===== src/rtl/placar_bcd_hex.sv =====
// Score display driver: converts two 10-bit binary scores to BCD with a shared
// sequential double-dabble datapath and drives six seven-segment HEX displays.
module placar_bcd_hex #(
  parameter bit BLANK_LZ       = 1'b1,
  parameter bit SEG_ACTIVE_LOW = 1'b1
) (
  input  logic       CLOCK_50,
  input  logic       reset,
  input  logic [9:0] placarAtual,
  input  logic [9:0] placarMaximo,
  output logic [6:0] HEX0,
  output logic [6:0] HEX1,
  output logic [6:0] HEX2,
  output logic [6:0] HEX3,
  output logic [6:0] HEX4,
  output logic [6:0] HEX5,
  output logic       busy,
  output logic       upd
);

  typedef enum logic [1:0] {IDLE, CONV_A, CONV_B, UPDATE} state_t;

  localparam logic [6:0] SEG_ZERO  = SEG_ACTIVE_LOW ? 7'b1000000 : 7'b0111111;
  localparam logic [6:0] SEG_BLANK = SEG_ACTIVE_LOW ? 7'b1111111 : 7'b0000000;
  localparam logic [6:0] SEG_LZ    = BLANK_LZ ? SEG_BLANK : SEG_ZERO;

  state_t      state;
  logic [9:0]  snap_a;
  logic [9:0]  snap_m;
  logic [21:0] work;      // {bcd[11:0], binary[9:0]} shift register
  logic [11:0] bcd_a;
  logic [3:0]  cnt;
  logic [21:0] work_next;
  logic [20:0] segs_a;
  logic [20:0] segs_m;

  function automatic logic [9:0] sat999(input logic [9:0] v);
    return (v > 10'd999) ? 10'd999 : v;
  endfunction

  function automatic logic [21:0] dabble(input logic [21:0] w);
    logic [21:0] t;
    t = w;
    for (int i = 0; i < 3; i++) begin
      if (t[10+4*i +: 4] >= 4'd5) t[10+4*i +: 4] = t[10+4*i +: 4] + 4'd3;
    end
    return {t[20:0], 1'b0};
  endfunction

  function automatic logic [6:0] seg7(input logic [3:0] d, input logic blank);
    logic [6:0] s;
    case (d)
      4'd0:    s = 7'b1000000;
      4'd1:    s = 7'b1111001;
      4'd2:    s = 7'b0100100;
      4'd3:    s = 7'b0110000;
      4'd4:    s = 7'b0011001;
      4'd5:    s = 7'b0010010;
      4'd6:    s = 7'b0000010;
      4'd7:    s = 7'b1111000;
      4'd8:    s = 7'b0000000;
      4'd9:    s = 7'b0010000;
      default: s = 7'b1111111;
    endcase
    if (blank) s = 7'b1111111;
    return SEG_ACTIVE_LOW ? s : ~s;
  endfunction

  // Returns {hundreds, tens, units} segment patterns with leading-zero blanking.
  function automatic logic [20:0] bcd_to_segs(input logic [11:0] b);
    logic blank_h;
    logic blank_t;
    blank_h = BLANK_LZ && (b[11:8] == 4'd0);
    blank_t = blank_h && (b[7:4] == 4'd0);
    return {seg7(b[11:8], blank_h), seg7(b[7:4], blank_t), seg7(b[3:0], 1'b0)};
  endfunction

  assign work_next = dabble(work);
  assign segs_a    = bcd_to_segs(bcd_a);
  assign segs_m    = bcd_to_segs(work[21:10]);

  always_ff @(posedge CLOCK_50 or negedge reset) begin
    if (!reset) begin
      state  <= IDLE;
      snap_a <= '0;
      snap_m <= '0;
      work   <= '0;
      bcd_a  <= '0;
      cnt    <= '0;
      busy   <= 1'b0;
      upd    <= 1'b0;
      HEX0   <= SEG_ZERO;
      HEX1   <= SEG_LZ;
      HEX2   <= SEG_LZ;
      HEX3   <= SEG_ZERO;
      HEX4   <= SEG_LZ;
      HEX5   <= SEG_LZ;
    end else begin
      upd <= 1'b0;
      case (state)
        IDLE: begin
          if ({placarAtual, placarMaximo} != {snap_a, snap_m}) begin
            snap_a <= placarAtual;
            snap_m <= placarMaximo;
            work   <= {12'd0, sat999(placarAtual)};
            cnt    <= '0;
            busy   <= 1'b1;
            state  <= CONV_A;
          end
        end
        CONV_A: begin
          if (cnt == 4'd9) begin
            bcd_a <= work_next[21:10];
            work  <= {12'd0, sat999(snap_m)};
            cnt   <= '0;
            state <= CONV_B;
          end else begin
            work <= work_next;
            cnt  <= cnt + 4'd1;
          end
        end
        CONV_B: begin
          work <= work_next;
          if (cnt == 4'd9) begin
            cnt   <= '0;
            state <= UPDATE;
          end else begin
            cnt <= cnt + 4'd1;
          end
        end
        UPDATE: begin
          {HEX2, HEX1, HEX0} <= segs_a;
          {HEX5, HEX4, HEX3} <= segs_m;
          upd   <= 1'b1;
          busy  <= 1'b0;
          state <= IDLE;
        end
        default: state <= IDLE;
      endcase
    end
  end

endmodule


===== config.mk =====
export PLATFORM = sky130hd
export DESIGN_NAME = placar_bcd_hex
export DESIGN_NICKNAME = d
export VERILOG_FILES = /design/src/rtl/placar_bcd_hex.sv
export SDC_FILE = /design/constraint.sdc
export NUM_CORES = 1
export LEC_CHECK = 0
export CORE_UTILIZATION = 64
export CTS_CLUSTER_SIZE = 8
export DETAILED_ROUTE_END_ITERATION = 10
export DONT_BUFFER_PORTS = 1
export PLACE_DENSITY = 0.8
export SLEW_MARGIN = 10
export SYNTH_ARGS = -nofsm -noshare
export SYNTH_HDL_FRONTEND = slang
export SYNTH_SLANG_ARGS = --single-unit

===== constraint.sdc =====
create_clock -name CLOCK_50 -period 2.27 [get_ports CLOCK_50]
set_input_delay 0.227 -clock CLOCK_50 [delete_from_list [all_inputs] [get_ports CLOCK_50]]
set_output_delay 0.227 -clock CLOCK_50 [all_outputs]
set_load 0.005 [all_outputs]

After elaboration in Yosys (flattened, before gate mapping). Memories as Yosys holds them, arrays and structs flattened. A register that Yosys moved wholly into a read port is not among the register bits. Index checks and enable logic that the tools add are counted.

Muxes and demuxes: 22. $add $sub $neg: 4. $lt $le $gt $ge: 5. Reduce and logical (&&, ||, !) cells: 19. Equality and inequality tests: 8.

Operator list (count): 22-bit one-hot mux with 3 select lines (1); 22-bit 2-to-1 mux (2); 7-bit 2-to-1 mux (4); 10-bit greater-than comparator (second input constant) (2); 10-bit 2-to-1 mux (2); 20-bit != test (1); 4-bit logical NOT (4); 4-bit 2-to-1 mux (4); 4-bit by 3-bit >= comparator with 1-bit output (second input constant) (3); 2-bit AND reduction (5); 4-bit by 2-bit adder with 4-bit output (second input constant) (2); 2-bit one-hot mux with 4 select lines (1); 4-bit one-hot mux with 2 select lines (1); 2-bit 2-to-1 mux (3); 2-bit != test (second input constant) (3); 4-bit by 1-bit adder with 4-bit output (second input constant) (1); 2-bit == test (second input constant) (2); 4-bit == test (second input constant) (1); 2-bit nonzero test (2); 3-bit by 2-bit adder with 3-bit output (second input constant) (1); 3-bit 2-to-1 mux (1); 3-bit AND reduction (1); 3-bit nonzero test (1); 2-bit by 1-bit == test with 1-bit output (second input constant) (1); 6 further kinds (9).

Memories: 6. Bits in registers: 90. Memory bits (read-only): 672. Logic and storage cells: 76. Input bits: 22.

Memories: (no name shown) (depth 16, width 7, read ports 1, clocked after Yosys merged registers in 0, write ports 0, line 52) `case (d)`; (no name shown) (depth 16, width 7, read ports 1, clocked after Yosys merged registers in 0, write ports 0, line 52); (no name shown) (depth 16, width 7, read ports 1, clocked after Yosys merged registers in 1, write ports 0, line 52); (no name shown) (depth 16, width 7, read ports 1, clocked after Yosys merged registers in 0, write ports 0, line 52); (no name shown) (depth 16, width 7, read ports 1, clocked after Yosys merged registers in 0, write ports 0, line 52); (no name shown) (depth 16, width 7, read ports 1, clocked after Yosys merged registers in 1, write ports 0, line 52).

Logic depth before layout (Yosys ltp).
Depth in word-level cells: 4. Mapped depth: 8. Mapped depth without buffers: 7.

Worst setup path after synthesis. No wires, ideal clock.

Path type: reg2reg. Start: reg cnt[1]. End: reg work[7]. Setup slack: 416 ps. Data arrival time: 1729 ps. Period minus slack after synthesis: 1854 ps. Data required time: 2145 ps. Stages on the path, launching flop included: 9. Path through: dfrtp_1 -> inv_1 -> ha_1 -> nand3b_4 -> a21oi_1 -> nor2_1 -> buf_2 -> a221o_1 -> mux2_4.

Cells in the longest elaborated chain, start to end: 3.

RTL lines: start: declaration (line 32) `logic [3:0] cnt;`; start signal: assignment (line 119) `cnt <= cnt + 4'd1;`; start signal: assignment (line 128) `cnt <= cnt + 4'd1;`; 4-bit == test (line 112) `if (cnt == 4'd9) begin`; 22-bit 2-to-1 mux (line 112); 22-bit one-hot mux with 3 select lines (line 100) `case (state)`; end signal: assignment (line 105) `work <= {12'd0, sat999(placarAtual)};`; end signal: assignment (line 114) `work <= {12'd0, sat999(snap_m)};`; end signal: assignment (line 118) `work <= work_next;`; end: declaration (line 30) `logic [21:0] work;`.

Every way passes these cells. A chain may end at the register's enable or synchronous reset.

Worst setup path in the final report.
Start: reg snap_m[0]. End: reg snap_m[8].

Cells in the longest elaborated chain, start to end: 2.

RTL lines: start: declaration (line 29) `logic [9:0] snap_m;`; start signal: assignment (line 104) `snap_m <= placarMaximo;`; 20-bit != test (line 102) `if ({placarAtual, placarMaximo} != {snap_a, snap_m}) begin`; 2-bit AND reduction (no line).

Every way passes these cells.

==> impl_metrics.csv <==
group,metric,value,unit
clock_network,cts_post_setup_buffers_inserted,0,
sta,finalSetupTns,0,ps
sta,whs,-467,ps
synth,synthesis.area_per_instance,10.2,um^2
worst_setup_path,reg2reg_depth,6,
worst_setup_path,timing.rr.end,"snap_m[8]",
min_path,min_path_type,"input port to asynchronous set/reset pin",
sta,final.min_clock_period,2160,ps
sta,finalSetupViolCount,0,
sta,min_period_over_period,95.2,%
routing,wirelength,12.8,mm
sta,timing.final.max_slew_violations,0,
worst_setup_path,crit_type,"register to register",
sta,report.final.hold_viol_count,104,
cells_and_area,post-route-util,72.7,%
clock_network,ctsRootBufferMaster,"clkbuf_8",
synth,synth.lib_cells_used.distinct,57,
die,floorplan.rows,34,
synth,mappedNetlistArea,5970,um^2
power,p_per_area,1200,nW/um^2
cells_and_area,layout-area-overhead-vs-synth,8.32,%
routing,detail_route.iter0.violations,238,
clock_network,clkSlewWorstSetupHoldPaths,100,ps
placement,placedCellCount,673,
routing,drc_errors,0,
die,effective_utilization_at_floorplan,67.2,%
worst_setup_path,r2r-start,"snap_m[0]",
cells_and_area,layout.cells.non_filler,710,
sta,timing_worst_slew_pin_value,834,ps
synth,yosysWarningCount,0,
global_routing,antenna_found_initial,0,
global_routing,grt_max_degree,105,
synth,netlist_instances,585,
clock_network,htree_levels,3,
die,chip_height,98.6,um
sta,worst_clock_skew,15.7,ps
worst_setup_path,worst_setup_path_end_kind,"register",
worst_setup_path,worst_setup_path_start_kind,"register",
run_status,violations,"negative hold slack",
placement,portBuffers,0,
global_routing,gr-total-overflow,0,
clock_network,cts_made_buffers,9,
run_status,outcome,"finished, violations left",
power,fin_total_pwr,7.76,mW
worst_setup_path,timing.critical_path.required,2520,ps
die,die-area,9720,um^2
routing,avgRoutedWirePerCell,18.1,um
routing,drt_pass_1_iters,5,
worst_setup_path,critical_path.max_fanout,21,
clock_network,clock_sinks,104,
worst_setup_path,arrival,2410,ps
clock_network,tritoncts,"done",
placement,post-place-ws,12.5,ps
die,core,8890,um^2
job,timing.max_cap.violations,0,
die,floorplan.io_pins,66,
routing,antenna_violating_nets_post_route,0,
worst_setup_path,reg2reg_setup_slack,110,ps
power,power.leakage,2.84,nW
synth,synth_enable_flop_cells,0,
synth,synth_seq_cells,104,
clock_network,cts.path.max_buffers,2,
cells_and_area,final_layout_size_suffix_gt1_share,17.3,%
clock_network,clkLatencyLatePin,380,ps
synth,ys_async_sr_fraction,100,%
die,die_x,98.6,um
synth,syn_nets,644,
sta,setup_slack,110,ps
global_routing,grt_pass1_wl,21.6,mm
synth,synth_seq_area_share,44.2,%
placement,dp_hpwl,8.72,mm
global_routing,vias_in_the_first_global_route,4378,
routing,dr_total_vias,4379,
cells_and_area,finalNetCount,656,
synth,synthFlopType,"dfrtp_1",
placement,gp_routability_congestion,0.884,
power,ir_worst_vdd,657,uV
cells_and_area,insertedDiodeCount,0,
routing,routed_via_density,6.17,
sta,peak_clock_frequency_supported_by_timing,0.463,GHz
global_routing,groute.usage.overall,28.2,%
sta,max_slew_margin,44.2,%
sta,grt_setup_unrepaired,"false",
==> stage by stage <==
step	area [um^2]	hold WS, ps
after CTS	6450	-483
after floorplan	5970	-68.6
after global placement	6060	-66.3
final	6470	-467
after detailed placement	6060	-66.2
after global routing	6470	-487
==> cell families (layout without fill, tap and decap cells) <==
logic type | Yosys count | in the layout | synth area share [%]
compound gates | 156 | 157 | 16.6
fa+ha+maj | 37 | 37 | 7.75
xor+xnor | 26 | 26 | 3.81
simple gates | 141 | 141 | 11.8
flops | 104 | 104 | 44.2
buf+inv | 72 | 88 | 5.13
mux | 49 | 49 | 10.6
==> layout make-up <==
cell class                 count  area (um^2)
timing repair buffer          30          300
clock buffer                  13          170
tap                          108          135
fill                         607         2420
clock inverter                 3         23.8
multi-input combinational    410         3040
sequential                   104         2640
inverter                      42          158
==> cells in the final DEF, fill, tap and decap left out, types with 4 or more instances in the layout <==
cell	instances
a211oi_1	5
a21oi_1	50
a221o_1	7
a31oi_1	5
and3_1	7
buf_4	8
clkbuf_8	10
dfrtp_1	74
dfstp_2	30
dlygate4sd3_1	20
ha_1	36
inv_1	42
mux2_1	5
mux2_2	13
mux2_4	24
mux2i_1	7
nand2_1	26
nand2b_1	10
nand3_1	5
nand4_1	4
nor2_1	66
nor3_1	7
o21ai_0	40
o21bai_1	5
o221ai_1	5
o22a_1	7
o22ai_1	5
xnor2_1	6
xor2_1	20
==> worst max-delay path: stages, from the launching register on <==
cell     delay [ps]
dfrtp_1         420
xor2_1          180
nor4_2          440
nand3_2         220
o21ai_2         220
buf_12          200
mux2_1          350
==> power by group <==
group	switching (mW)	internal, mW	leakage (nW)
Clock	0.635	0.501	0.0914
Combinational	1.87	1.61	1.48
Sequential	0.562	2.58	1.26
Total	3.07	4.69	2.84
==> synth_stat cells, types with 3 or more instances <==
cell type,n,share of area (%)
nand3_1,6,0.50
o211ai_1,3,0.38
buf_1,3,0.19
nor2_1,66,4.1
dfstp_2,30,13
a221o_1,7,1.2
a21oi_1,50,4.2
o221ai_1,5,0.73
o22a_1,7,1.0
mux2_1,5,0.94
o2bb2ai_1,3,0.44
nand2b_1,10,1.0
a31oi_1,5,0.52
o22ai_1,5,0.52
xor2_1,20,2.9
nand4_1,4,0.42
nor3_1,7,0.59
mux2_2,13,2.5
nor4_2,3,0.63
xnor2_1,6,0.88
dfrtp_1,74,31
a211oi_1,5,0.63
buf_6,4,0.75
o21ai_0,40,3.4
clkbuf_1,20,1.3
nor2b_1,3,0.31
nand2_1,26,1.6
o21bai_1,5,0.63
and3_1,7,0.73
mux2i_1,7,1.2
inv_1,42,2.6
ha_1,37,7.8
mux2_4,24,6.0
==> per-layer routing <==
| layer | GRT usage (%) | vias up | share of wire [%] |
|---|---|---|---|
| li1 | - | 2071 | - |
| met1 | 35.4 | 2135 | 42 |
| met2 | 48.6 | 154 | 50 |
| met3 | 6.38 | 19 | 6.4 |
| met4 | 9.07 | 0 | 1.8 |
| met5 | 0 | - | 0 |
==> state kept, by name, indices dropped and copies added, names as in the netlist, 10 cells and up <==
signal  count
snap_a     10
bcd_a      12
snap_m     10
work       22
==> how the worst max path moves through the flow <==
| stage | start | endpoint | slack (ps) | cells past startpoint |
|---|---|---|---|---|
| CTS | snap_m[0] | snap_m[8] | 50 | 6 |
| global route | snap_m[0] | snap_m[6] | 10 | 6 |
| global placement | snap_m[3] | work[1] | 70 | 5 |
| finish | snap_m[0] | snap_m[8] | 110 | 6 |
| detailed placement | snap_m[3] | work[0] | 10 | 5 |
| floorplan | cnt[1] | work[7] | 420 | 8 |
==> what timing repair did <==
action / in CTS / in global routing
pin swaps: 1 / 0
gates resized for setup: 0 / 1
gates cloned: 1 / 0
hold buffers: 19 / 1
hold endpoints to repair: 123 / 105
setup endpoints to repair: 1 / 15
(Power assumes the default switching activity.)
